## src/rtl/stopwatch_controller.sv

```systemverilog
// MM:SS stopwatch sequencer: start/pause/clear FSM, prescaled BCD digit cascade,
// and a time-multiplexed active-low 7-segment scan across four anodes.
module stopwatch_controller #(
    parameter int TICK_DIV = 50000000,
    parameter int SCAN_DIV = 50000
) (
    input  logic        clock,
    input  logic        resetn,
    input  logic        startStop,
    input  logic        clear,
    output logic [6:0]  seg,
    output logic [3:0]  an,
    output logic        running,
    output logic        rollover,
    output logic [1:0]  state_dbg,
    output logic [15:0] digits_dbg
);

    localparam int TW = (TICK_DIV > 1) ? $clog2(TICK_DIV) : 1;
    localparam int SW = (SCAN_DIV > 1) ? $clog2(SCAN_DIV) : 1;
    localparam logic [TW-1:0] TICK_LAST = TW'(TICK_DIV - 1);
    localparam logic [SW-1:0] SCAN_LAST = SW'(SCAN_DIV - 1);

    typedef enum logic [1:0] {
        IDLE  = 2'd0,
        RUN   = 2'd1,
        PAUSE = 2'd2
    } state_t;

    state_t        state;
    logic          ss_q;
    logic          clr_q;
    logic [TW-1:0] tick_cnt;
    logic [SW-1:0] scan_cnt;
    logic [1:0]    scan_idx;
    logic [3:0]    s_o;
    logic [3:0]    s_t;
    logic [3:0]    m_o;
    logic [3:0]    m_t;
    logic [3:0]    cur_digit;

    logic start_cmd;
    logic clear_cmd;
    logic tick;
    logic advance;

    assign start_cmd = startStop & ~ss_q;
    assign clear_cmd = clear & ~clr_q;
    assign tick      = (state == RUN) && (tick_cnt == TICK_LAST);
    // A tick coinciding with a pause or clear command is not counted.
    assign advance   = tick & ~start_cmd & ~clear_cmd;

    assign state_dbg  = state;
    assign digits_dbg = {m_t, m_o, s_t, s_o};

    function automatic logic [6:0] seg_code(input logic [3:0] d);
        case (d)
            4'd0:    seg_code = 7'b0000001;
            4'd1:    seg_code = 7'b1001111;
            4'd2:    seg_code = 7'b0010010;
            4'd3:    seg_code = 7'b0000110;
            4'd4:    seg_code = 7'b1001100;
            4'd5:    seg_code = 7'b0100100;
            4'd6:    seg_code = 7'b0100000;
            4'd7:    seg_code = 7'b0001111;
            4'd8:    seg_code = 7'b0000000;
            4'd9:    seg_code = 7'b0000100;
            default: seg_code = 7'b1111111;
        endcase
    endfunction

    always_ff @(posedge clock) begin
        if (!resetn) begin
            state   <= IDLE;
            running <= 1'b0;
            ss_q    <= 1'b0;
            clr_q   <= 1'b0;
        end else begin
            ss_q  <= startStop;
            clr_q <= clear;
            if (clear_cmd) begin
                state   <= IDLE;
                running <= 1'b0;
            end else if (start_cmd) begin
                case (state)
                    IDLE, PAUSE: begin
                        state   <= RUN;
                        running <= 1'b1;
                    end
                    RUN: begin
                        state   <= PAUSE;
                        running <= 1'b0;
                    end
                    default: begin
                        state   <= IDLE;
                        running <= 1'b0;
                    end
                endcase
            end
        end
    end

    // The prescaler only moves on edges where RUN is kept, so a pause freezes
    // the partial period and a suppressed tick fires right after resume.
    always_ff @(posedge clock) begin
        if (!resetn || clear_cmd) begin
            tick_cnt <= '0;
        end else if (state == RUN && !start_cmd) begin
            tick_cnt <= tick ? '0 : tick_cnt + TW'(1);
        end
    end

    always_ff @(posedge clock) begin
        if (!resetn || clear_cmd) begin
            s_o      <= 4'd0;
            s_t      <= 4'd0;
            m_o      <= 4'd0;
            m_t      <= 4'd0;
            rollover <= 1'b0;
        end else begin
            rollover <= 1'b0;
            if (advance) begin
                if (s_o >= 4'd9) begin
                    s_o <= 4'd0;
                    if (s_t >= 4'd5) begin
                        s_t <= 4'd0;
                        if (m_o >= 4'd9) begin
                            m_o <= 4'd0;
                            if (m_t >= 4'd5) begin
                                m_t      <= 4'd0;
                                rollover <= 1'b1;
                            end else begin
                                m_t <= m_t + 4'd1;
                            end
                        end else begin
                            m_o <= m_o + 4'd1;
                        end
                    end else begin
                        s_t <= s_t + 4'd1;
                    end
                end else begin
                    s_o <= s_o + 4'd1;
                end
            end
        end
    end

    always_comb begin
        cur_digit = s_o;
        case (scan_idx)
            2'd0: cur_digit = s_o;
            2'd1: cur_digit = s_t;
            2'd2: cur_digit = m_o;
            2'd3: cur_digit = m_t;
            default: cur_digit = s_o;
        endcase
    end

    // Scan keeps running through clear; only reset restarts it.
    always_ff @(posedge clock) begin
        if (!resetn) begin
            scan_cnt <= '0;
            scan_idx <= 2'd0;
            an       <= 4'b1110;
            seg      <= 7'b0000001;
        end else begin
            if (scan_cnt == SCAN_LAST) begin
                scan_cnt <= '0;
                scan_idx <= scan_idx + 2'd1;
            end else begin
                scan_cnt <= scan_cnt + SW'(1);
            end
            an  <= ~(4'b0001 << scan_idx);
            seg <= seg_code(cur_digit);
        end
    end

endmodule
```

## config.mk

```make
export PLATFORM = sky130hd
export DESIGN_NAME = stopwatch_controller
export DESIGN_NICKNAME = d
export VERILOG_FILES = /design/src/rtl/stopwatch_controller.sv
export SDC_FILE = /design/constraint.sdc
export NUM_CORES = 1
export LEC_CHECK = 0
export ABC_AREA = 1
export BUFFER_PORTS_ARGS = -buffer_cell sky130_fd_sc_hd__buf_2
export CORE_MARGIN = 5
export CORE_UTILIZATION = 40
export CTS_CLUSTER_SIZE = 25
export DETAILED_ROUTE_END_ITERATION = 16
export PLACE_DENSITY = 0.56
export SYNTH_ARGS = -nofsm -noshare
export SYNTH_HDL_FRONTEND = slang
export SYNTH_SLANG_ARGS = --single-unit
export TNS_END_PERCENT = 30
```

## constraint.sdc

```tcl
create_clock -name clock -period 2.4 [get_ports clock]
set_clock_uncertainty 0.15 [all_clocks]
set_input_delay 0.12 -clock clock [delete_from_list [all_inputs] [get_ports clock]]
set_output_delay 0.12 -clock clock [all_outputs]
set_load 0.05 [all_outputs]
```

==> run metrics, run 1 <==
Vias/cell=approximately 4.6; # setup viols final=0; Synth Cell Area=between 0.004 and 0.005 mm²; Hold Vio Cnt, Final=0; max-cap violations=0; part of the cycle the worst path needs=slightly above 90%; Seq/Total Area, Yosys=37.3%; Worst setup SP type=register; Ys Warns=0; P_leak=between 1.5 and 2 nW; Worst Setup End Kind=register; global-route wire length before repair=15.5 mm; CP max FO=4; hold path depth=3; Core Area=between 0.01 and 0.015 mm²; #FFs+latches synth=77; Clk Latency, worst-skew pair=between 0.3 and 0.4 ns; Max Buffers Root-to-Sink=2; largest net degree at the start of global routing=16; share of cells above drive strength 1=a little over an eighth; TritonCTS clock tree=built; WP data arrival=~2.3 ns; DIE AREA=0.0125 mm²; Finished Layout Cells=about 780; Synth async-reset ratio=0%; area grow syn2layout=12.4%; CTS Buf Count=9; synthesized net count=between 600 and 700; GRT Total Usage=~15%; placed insts=between 700 and 800; ANT cells=0; filler cell count=1067; Top FF cell, synth=dfxtp_1; PwrDens=between 400 and 500 mW/mm²; Post-CTS Setup Inserts=0; CTS sink count=77; syn_area_per_cell=~7 µm²; CTS H-tree lvls=3; Slew @ Worst Pin=about 0.51 ns; Max VDD drop=0.230 mV; most frequent cells after synthesis=nand2_1, nor2_1, inv_1, dfxtp_1; Synth area leaders=dfxtp_1, nand2_1, nor2_1, ha_1, inv_1; Hold Path Origin=resetn; number of iterations in the first detailed-routing pass=4; nets=668; Vias=3613; hold crit path type=in -> reg; Overflow after GRT=0; RSZ-0062 raised after global routing=no; # port buffers=34; Setup WS post-layout=0.184 ns; global placement routability congestion=roughly 0.88; EDFF count, synth=0; clock-pin slew on the worst setup and hold paths=0.08 ns; most common cell in the netlist=nand2_1; DR iter-0 viols=around 200; Starting Density=around two fifths; # IOs=35; antenna-violating nets left=0; Slew Limit Fails=0; Final min period=between 2 and 2.5 ns; Routed wire per std cell=roughly 11 µm; Setup CP Type=reg -> reg; Die Y=approximately 110 µm; TNS Setup=0 ns; Max transition margin=about two thirds; outcome=complete, no violations; setup slack, reg-to-reg=~0.18 ns; required time worst endpoint=roughly 2.5 ns; antenna violations before repair=0; Yosys cell types=34; final WL=about 8.9 mm; DIE WIDTH=roughly 110 µm; Worst R2R End=seg[3]$_SDFF_PN0_; hold slack=around 0.028 ns; DP HPWL=between 6 and 7 mm; Root Buffer=clkbuf_8; pre-CTS WS=approximately 0.12 ns; cell taking the most area after synthesis=dfxtp_1; Hold EP=an[2]$_SDFF_PN1_; top cell type's share of synthesized area=between 30% and 40%; FMAX=0.451 GHz; Synth Instances=approximately 600; number of global-route vias before repair=between 3000 and 4000; r2r worst-path depth=10; Remaining DRCs=0; Reg-to-Reg Start=scan_idx[0]$_SDFFE_PN0P_; final core occ=a little under half; row count=37
-- per-layer routing --
metal,global-route usage (%),routed length (µm),vias to the layer above
li1,-,-,1958
met1,20.3,4470,1603
met2,23.7,3980,42
met3,3.59,383,10
met4,4.62,106,0
met5,0,0,-
-- cell usage in the layout, fill, tap and decap left out, drive strengths merged, types with 8 or more instances in the layout --
| master | count |
|---|---|
| ha | 25 |
| clkbuf | 12 |
| inv | 90 |
| xor2 | 8 |
| nand3 | 32 |
| nand2 | 145 |
| o21ai | 12 |
| buf | 36 |
| dfxtp | 77 |
| a21oi | 30 |
| nand4 | 8 |
| nor2 | 116 |
| nor3 | 20 |
-- sequential cells by signal, indices dropped and copies added (netlist names) --
| signal | cells |
|---|---|
| rollover | 1 |
| s_o | 4 |
| state_dbg | 2 |
| running | 1 |
| clr_q | 1 |
| an | 4 |
| ss_q | 1 |
| tick_cnt | 26 |
| scan_cnt | 16 |
| s_t | 4 |
| m_o | 4 |
| scan_idx | 2 |
| m_t | 4 |
| seg | 7 |
-- cells by family after synthesis --
logic type | after synthesis | synth area share (%)
flops | 77 | 37.3
simple gates | 335 | 36.6
buf+inv | 96 | 9.36
compound gates | 52 | 6.84
fa+ha+maj | 25 | 7.57
xor+xnor | 11 | 2.33
-- cell type report --
class | instances | area, µm² | area share (%)
clock buffer | 12 | 155 | 3.34
clock inverter | 3 | 21.3 | 0.458
inverter | 90 | 338 | 7.27
multi-input combinational | 423 | 2210 | 47.7
sequential | 77 | 1540 | 33.2
tap | 136 | 170 | 3.66
timing repair buffer | 38 | 205 | 4.42
-- power by group --
part | switching, W | internal, W
clock network | 0.000475 | 0.000427
registers | 0.00000609 | 0.00129
logic | 0.0000634 | 0.0000229
total | 0.000544 | 0.00174
-- worst max path at each step --
stage                                        start                 to  cells after the start
after floorplan                m_t[1]$_SDFFE_PP0P_  seg[3]$_SDFF_PN0_                      8
after global placement    scan_idx[0]$_SDFFE_PN0P_  seg[3]$_SDFF_PN0_                     10
after CTS                 scan_idx[0]$_SDFFE_PN0P_  seg[3]$_SDFF_PN0_                     10
after detailed placement  scan_idx[0]$_SDFFE_PN0P_  seg[3]$_SDFF_PN0_                     10
after global routing      scan_idx[0]$_SDFFE_PN0P_  seg[3]$_SDFF_PN0_                     10
final                     scan_idx[0]$_SDFFE_PN0P_  seg[3]$_SDFF_PN0_                     10
-- metrics by stage --
stage               cell area (µm²)  power, W
floorplan                      4130   0.00139
global placement               4440   0.00141
detailed placement             4440   0.00141
CTS                            4640   0.00232
global route                   4650   0.00239
finish                         4650   0.00228
-- timing repair --
action,CTS,global route
hold endpoints to repair,2,0
setup endpoints to repair,0,1
gates resized for setup,0,3
hold buffers,2,0
-- critical path, cell delays in order (launching register included) --
cell and delay [ns]:
dfxtp_1 0.35, inv_1 0.13, ha_1 0.22, inv_1 0.09
o22ai_1 0.23, nor2_1 0.09, a21oi_2 0.22, ha_1 0.27
nand3b_1 0.17, nand3_1 0.10, a21oi_1 0.08
No activity file was read; power rests on OpenSTA's default activity.
==> run 2: changes to the inputs <==
--- a/config.mk
+++ b/config.mk
@@ -8,10 +8,11 @@
 export ABC_AREA = 1
 export BUFFER_PORTS_ARGS = -buffer_cell sky130_fd_sc_hd__buf_2
 export CORE_MARGIN = 5
-export CORE_UTILIZATION = 40
+export CORE_UTILIZATION = 54
 export CTS_CLUSTER_SIZE = 25
 export DETAILED_ROUTE_END_ITERATION = 16
-export PLACE_DENSITY = 0.56
+export PLACE_DENSITY = 0.72
+export SLEW_MARGIN = 20
 export SYNTH_ARGS = -nofsm -noshare
 export SYNTH_HDL_FRONTEND = slang
 export SYNTH_SLANG_ARGS = --single-unit
==> run 2 against run 1 <==
  * Setup slack improved by 0.080 ns
  * Highest routed layer unchanged
  * Count of clock-buffer cells in the layout down 2
  * Non-clock buffer count is the same
  * Worst hold slack better by 0.029 ns
  * Combinational power shrank 0.9%
  * Sequential power about the same
==> run metrics, run 2 (synthesized netlist as in run 1, its figures left out) <==
Routed wire per std cell=11.7 µm (+2.1%); Seq pwr share=53.9% (-2.8 points); CP Cell Sequence=inv_1 > ha_1 > a21oi_1 > nand3_1 > o21a_1 > inv_1 > ha_1 > nand3b_1 > nand3_1 > a21oi_1; CTS sink count=77 (unchanged); DP HPWL=6.71 mm (-1.7%); final core occ=60.9% (+15 points); clock-pin slew on the worst setup and hold paths=0.08 ns (about the same); Slew @ Worst Pin=0.513 ns (+0.00734 ns); commonest non-fill, non-tap cell in the layout=nand2_1; CP max stage delay=0.39 ns (+0.04 ns); CTS Buf Count=9 (unchanged); Worst R2R End=seg[3]$_SDFF_PN0_; Reg-to-Reg Start=scan_idx[0]$_SDFFE_PN0P_; area grow syn2layout=12.0%; WP data arrival=2.22 ns (-0.08 ns); largest registers=tick_cnt: 26 flops, scan_cnt: 16 flops, seg: 7 flops; Final Instance Area=0.00463 mm² (-0.35%); antenna-violating nets left=0 (unchanged); row count=32 (-14%); outcome=complete, no violations; most frequent cells in the layout=nand2_1, nor2_1, inv_1; number of global-route vias before repair=3286 (-1.4%); Slew Limit Fails=0 (unchanged); CP max FO=5 (+1); TritonCTS clock tree=built; Root Buffer=clkbuf_8; Buf/Inv on CP=2 (unchanged); Core Area=0.00761 mm² (-25%); Levels on crit path=10 (unchanged); DR iter-0 viols=200 (-0.50%); Clk pwr share=42.5% (+2.9 points); FMAX=0.468 GHz (+3.7%); cell family contributing the most delay on the critical path=adder cells; Largest register FFs=26 (unchanged); Vias=3703 (+2.5%); # port buffers=34 (unchanged); Max VDD drop=0.284 mV (+23%); Remaining DRCs=0 (unchanged); Switch Pwr=0.000573 W (+5.3%); # IOs=35 (unchanged); ANT cells=0 (unchanged); nets=668 (unchanged); Most flops, register=tick_cnt; number of iterations in the first detailed-routing pass=4 (unchanged); global placement routability congestion=0.887 (+0.54%); antenna violations before repair=0 (unchanged); max-cap violations=0 (unchanged); Comb power frac=3.6% (-0.2 points); placed insts=728 (-4.5%); required time worst endpoint=2.49 ns (about the same); P_leak=2.01 nW (+0.61%); TNS Setup=0 ns (unchanged); r2r worst-path depth=10 (unchanged); CTS H-tree lvls=3 (unchanged); slowest stage cell, crit path=dfxtp_1; Setup CP Type=reg -> reg; hold slack=0.0573 ns (+0.0290 ns); Finished Layout Cells=746 (-4.2%); setup slack, reg-to-reg=0.26 ns (+0.08 ns); Final min period=2.14 ns (-0.0796 ns); DIE AREA=0.00950 mm² (-24%); share of cells above drive strength 1=13.7% (-0.021 points); Max Buffers Root-to-Sink=2 (unchanged); PwrDens=518 mW/mm² (+5.5%); internal power=0.00182 W (+5.1%); Die Y=97.5 µm (-13%); part of the cycle the worst path needs=89.0% (-3.3 points); Starting Density=54.3% (+14 points); Post-CTS Setup Inserts=0 (unchanged); switching share of power=23.9% (+0.029 points); crit path to=seg[3]$_SDFF_PN0_; largest net degree at the start of global routing=16 (unchanged); placed inst area=0.00440 mm² (-0.96%); CP startpoint=scan_idx[0]$_SDFFE_PN0P_; DIE WIDTH=97.5 µm (-13%); Clk Latency, worst-skew pair=0.35 ns (about the same); hold crit path type=in -> reg; global-route wire length before repair=14.8 mm (-4.3%); RSZ-0062 raised after global routing=no; final WL=8.74 mm (-2.2%); Worst Setup End Kind=register; Max transition margin=65.8% (-0.49 points); Vias/cell=4.96 (+7.0%); # setup viols final=0 (unchanged); Hold Vio Cnt, Final=0 (unchanged); Worst setup SP type=register; Overflow after GRT=0 (unchanged); GRT Total Usage=18.5% (+3.5 points)
[run 2: per-stage QoR]
step / total power (W) / setup slack (ns)
after floorplan: 0.00139 / 0.248
after global placement: 0.00140 / 0.337
after detailed placement: 0.00141 / 0.251
after CTS: 0.00242 / 0.217
after global routing: 0.00250 / 0.0767
final: 0.00240 / 0.264
[run 2: how the worst min path moves through the flow]
stage	start	to	slack, ns	depth (start not counted)
global route	resetn	an[3]$_SDFF_PN1_	0.06	3
floorplan	clear	clr_q$_SDFF_PN0_	0.06	2
CTS	resetn	an[2]$_SDFF_PN1_	0.05	3
global placement	startStop	ss_q$_SDFF_PN0_	0.16	3
finish	resetn	an[3]$_SDFF_PN1_	0.06	3
detailed placement	startStop	ss_q$_SDFF_PN0_	0.17	3
[run 2: power groups by stage]
stage / combinational [W] / sequential, W / clock [W]
2_1_floorplan: 0.0000575 / 0.00133 / 0
3_3_place_gp: 0.0000822 / 0.00132 / 0
3_5_place_dp: 0.0000840 / 0.00132 / 0
4_1_cts: 0.0000864 / 0.00129 / 0.00104
5_1_grt: 0.0000949 / 0.00129 / 0.00111
6_report: 0.0000855 / 0.00129 / 0.00102
[run 2: area by class of cell]
class                           instances  area (µm²)
Tap cell                              102         128
Timing Repair Buffer                   38         205
Fill cell                             721        2980
Clock inverter                          6        71.3
Inverter                               90         338
Clock buffer                           10         138
Multi-Input combinational cell        423        2210
Sequential cell                        77        1540
[run 2: repair_timing]
action                                 4_1_cts  5_1_grt
hold buffers                                 2        0
gates resized for setup                      0        1
endpoints found under the hold margin        2        0
setup endpoints to repair                    0        1
[run 2: worst min-delay path, stage by stage]
cell and delay [ns]:
buf_2 0.13, buf_4 0.19, nand2_1 0.09
[run 2: layer usage]
layer	vias to the layer above	share of wire, %	global-route usage (%)
li1	1949	-	-
met5	-	0	0
met1	1672	47	24.0
met4	0	1.4	5.75
met2	71	46	30.6
met3	11	4.7	4.16
==> run 3: changes to the inputs <==
--- a/config.mk
+++ b/config.mk
@@ -5,13 +5,13 @@
 export SDC_FILE = /design/constraint.sdc
 export NUM_CORES = 1
 export LEC_CHECK = 0
-export ABC_AREA = 1
+export ABC_AREA = 0
 export BUFFER_PORTS_ARGS = -buffer_cell sky130_fd_sc_hd__buf_2
 export CORE_MARGIN = 5
 export CORE_UTILIZATION = 54
 export CTS_CLUSTER_SIZE = 25
 export DETAILED_ROUTE_END_ITERATION = 16
-export PLACE_DENSITY = 0.72
+export PLACE_DENSITY = 0.73
 export SLEW_MARGIN = 20
 export SYNTH_ARGS = -nofsm -noshare
 export SYNTH_HDL_FRONTEND = slang
==> run 3 against run 2 <==
  * Clock power grew 6%
  * Sequential cell count is the same
  * First-iteration DRC count shrank 9.5%
  * Count of clock-buffer cells in the layout is the same
  * Routed wire length shrank 9.6%
  * Via count shrank 16%
  * Sequential power is essentially flat
  * Final cell count shrank 24%
  * Critical path type unchanged
==> run metrics, run 3 <==
outcome=complete, no violations; hold crit path type=reg -> reg; Top FF cell, synth=dfxtp_1; top cell type's share of synthesized area=41.1% (+3.8 points); Setup CP Type=reg -> reg; met1 WL=3.71 mm (-10%); Hold EP=scan_cnt[0]$_SDFF_PP0_; synthesized net count=459 (-27%); antenna violations before repair=0 (unchanged); Met2 Wirelength=3.77 mm (-7.2%); TritonCTS clock tree=built; max-cap violations=0 (unchanged); Clk Latency, worst-skew pair=0.35 ns (about the same); Worst Setup End Kind=register; Slew @ Worst Pin=0.553 ns (+0.0405 ns); global-route wire length before repair=13.5 mm (-8.7%); mux share of post-synthesis cell area=2.77% (+2.8 points); Routed met3 length=347 µm (-16%); CP max FO=5 (unchanged); largest registers=tick_cnt: 26 flops, scan_cnt: 16 flops, seg: 7 flops; commonest non-fill, non-tap cell in the layout=dfxtp_1; Synth Cell Area=0.00375 mm² (-9.4%); # IOs=35 (unchanged); most frequent cells after synthesis=dfxtp_1, nor2_1, xnor2_1, nand2_1, ha_1; Routed wire per std cell=14.0 µm (+19%); Seq/Total Area, Yosys=41.1% (+3.8 points); GRT Total Usage=19.4% (+0.83 points); Core Area=0.00676 mm² (-11%); number of global-route vias before repair=2932 (-11%); Final Power=0.00245 W (+2.1%); Final min period=2.25 ns (+0.115 ns); Root Buffer=clkbuf_8; area share of fa/ha/maj cells after synthesis=8.35% (+0.78 points); share of cells above drive strength 1=18.1% (+4.4 points); Max Buffers Root-to-Sink=2 (unchanged); EDFF count, synth=0 (unchanged); main combinational cell family by area after synthesis=simple AND/OR/NAND/NOR gates; Remaining DRCs=0 (unchanged); DIE WIDTH=93.3 µm (-4.3%); Ys Warns=0 (unchanged); CTS sink count=77 (unchanged); #FFs+latches synth=77 (unchanged); area grow syn2layout=16.8%; WP data arrival=2.32 ns (+0.10 ns); number of iterations in the first detailed-routing pass=4 (unchanged); nets=510 (-24%); PwrDens=560 mW/mm² (+8.0%); Synth Area in Compound Gates=7.35% (+0.51 points); Vias/cell=5.52 (+11%); Final Instance Area=0.00437 mm² (-5.5%); row count=30 (-6.3%); ANT cells=0 (unchanged); P_leak=1.68 nW (-16%); largest net degree at the start of global routing=27 (+11); final WL=7.90 mm (-9.6%); # port buffers=34 (unchanged); Slew Limit Fails=0 (unchanged); most frequent cells in the layout=dfxtp_1, nor2_1, xnor2_1, buf_2, nand2_1; clock-pin slew on the worst setup and hold paths=0.08 ns (about the same); setup slack, reg-to-reg=0.15 ns (-0.11 ns); DR iter-0 viols=181 (-9.5%); Max transition margin=62.8% (-3.0 points); Worst R2R End=seg[0]$_SDFF_PN1_; Vias=3126 (-16%); CTS H-tree lvls=3 (unchanged); Die Y=93.3 µm (-4.3%); Synth async-reset ratio=0% (unchanged); hold path depth=1 (-2); FMAX=0.444 GHz (-5.1%); Largest register FFs=26 (unchanged); TNS Setup=0 ns (unchanged); Hold Vio Cnt, Final=0 (unchanged); required time worst endpoint=2.47 ns (-0.02 ns); Synth Instances=430 (-28%); pre-CTS WS=-0.0225 ns (-0.273 ns); Worst setup SP type=register; CTS Buf Count=9 (unchanged); Most flops, register=tick_cnt; Hold Path Origin=scan_cnt[0]$_SDFF_PP0_; Synth area leaders=dfxtp_1, ha_1, xnor2_1, nor2_1, nand4_1; post-synthesis xor/xnor area fraction=9.82% (+7.5 points); syn_area_per_cell=8.71 µm² (+26%); Reg-to-Reg Start=scan_idx[0]$_SDFFE_PN0P_; antenna-violating nets left=0 (unchanged); part of the cycle the worst path needs=93.8% (+4.8 points); placed inst area=0.00407 mm² (-7.4%); Max VDD drop=0.456 mV (+61%); cell taking the most area after synthesis=dfxtp_1; # setup viols final=0 (unchanged); Overflow after GRT=0 (unchanged); Yosys cell types=44 (+29%); global placement routability congestion=0.827 (-6.7%); r2r worst-path depth=8 (-2); DIE AREA=0.00870 mm² (-8.4%); Starting Density=55.4% (+1.1 points); DP HPWL=5.65 mm (-16%); most common cell in the netlist=dfxtp_1; Setup WS post-layout=0.149 ns (-0.115 ns); uppermost layer routed=met4; post-synthesis simple-gate area fraction=26.8% (-9.8 points)
[run 3: changes by cell type in the layout (fill, tap and decap cells not counted), sizes merged, moves of 9 or more]
| cell | before | now |
|---|---|---|
| a21oi | 30 | 18 |
| buf | 36 | 51 |
| inv | 91 | 23 |
| nand2 | 145 | 29 |
| nand3 | 32 | 15 |
| nand4 | 8 | 18 |
| nor2 | 116 | 71 |
| nor3 | 20 | 11 |
| nor4 | 3 | 14 |
| xnor2 | 3 | 34 |
[run 3: kinds of logic after synthesis]
family,Yosys count
AO/OA/AOI/OAI,44
XOR/XNOR,42
adder cells (fa/ha/maj),25
buffers and inverters,37
flip-flops,77
multiplexers,10
AND/OR/NAND/NOR,195
[run 3: how the worst max path moves through the flow]
| stage | startpoint | to | cells past startpoint |
|---|---|---|---|
| 2_1_floorplan | s_o[0]$_SDFFE_PP0P_ | m_o[2]$_SDFFE_PP0P_ | 8 |
| 3_3_place_gp | scan_idx[0]$_SDFFE_PN0P_ | seg[2]$_SDFF_PN0_ | 9 |
| 3_5_place_dp | scan_idx[0]$_SDFFE_PN0P_ | seg[2]$_SDFF_PN0_ | 9 |
| 4_1_cts | scan_idx[0]$_SDFFE_PN0P_ | seg[6]$_SDFF_PN0_ | 8 |
| 5_1_grt | scan_idx[1]$_SDFFE_PN0P_ | seg[2]$_SDFF_PN0_ | 9 |
| 6_report | scan_idx[0]$_SDFFE_PN0P_ | seg[0]$_SDFF_PN1_ | 8 |
[run 3: repair_timing]
| item | CTS | global route |
|---|---|---|
| gates resized for setup | 1 | 7 |
| endpoints found under the hold margin | 8 | 0 |
| pin swaps | 0 | 2 |
| setup buffers | 0 | 3 |
| hold buffers | 3 | 0 |
| endpoints found under the setup margin | 3 | 8 |
[run 3: per-layer routing]
metal	GRT usage (%)	vias up
li1	-	1579
met1	24.5	1478
met2	31.7	62
met3	6.11	7
met4	5.25	0
met5	0	-
[run 3: power by group]
group	leakage (nW)	switching (W)	internal (W)
registers	0.623	0.00000569	0.00129
logic	0.941	0.0000523	0.0000230
clock network	0.112	0.000469	0.000611
total	1.68	0.000527	0.00192
[run 3: final cells by class]
| type | instances | area, µm² |
|---|---|---|
| Timing Repair Buffer | 54 | 328 |
| Clock inverter | 6 | 86.3 |
| Fill cell | 575 | 2380 |
| Clock buffer | 10 | 138 |
| Inverter | 23 | 86.3 |
| Multi-Input combinational cell | 316 | 2090 |
| Sequential cell | 77 | 1550 |
| Tap cell | 80 | 100 |
[run 3: critical path, cell delays in order, from the launching register on]
cell      delay, ns
dfxtp_1        0.37
inv_1          0.11
ha_2           0.23
a222oi_1       0.41
mux2_4         0.26
inv_1          0.08
ha_1           0.21
nor3_1         0.23
a31oi_1        0.07
[run 3: per-stage QoR]
stage               util (%)  hold slack (ns)  instances
floorplan                  -           0.0917        430
global placement        60.2            0.188        544
detailed placement      60.2            0.192        544
CTS                     64.1            0.296        563
global route            64.7            0.316        566
finish                  64.7            0.296        566
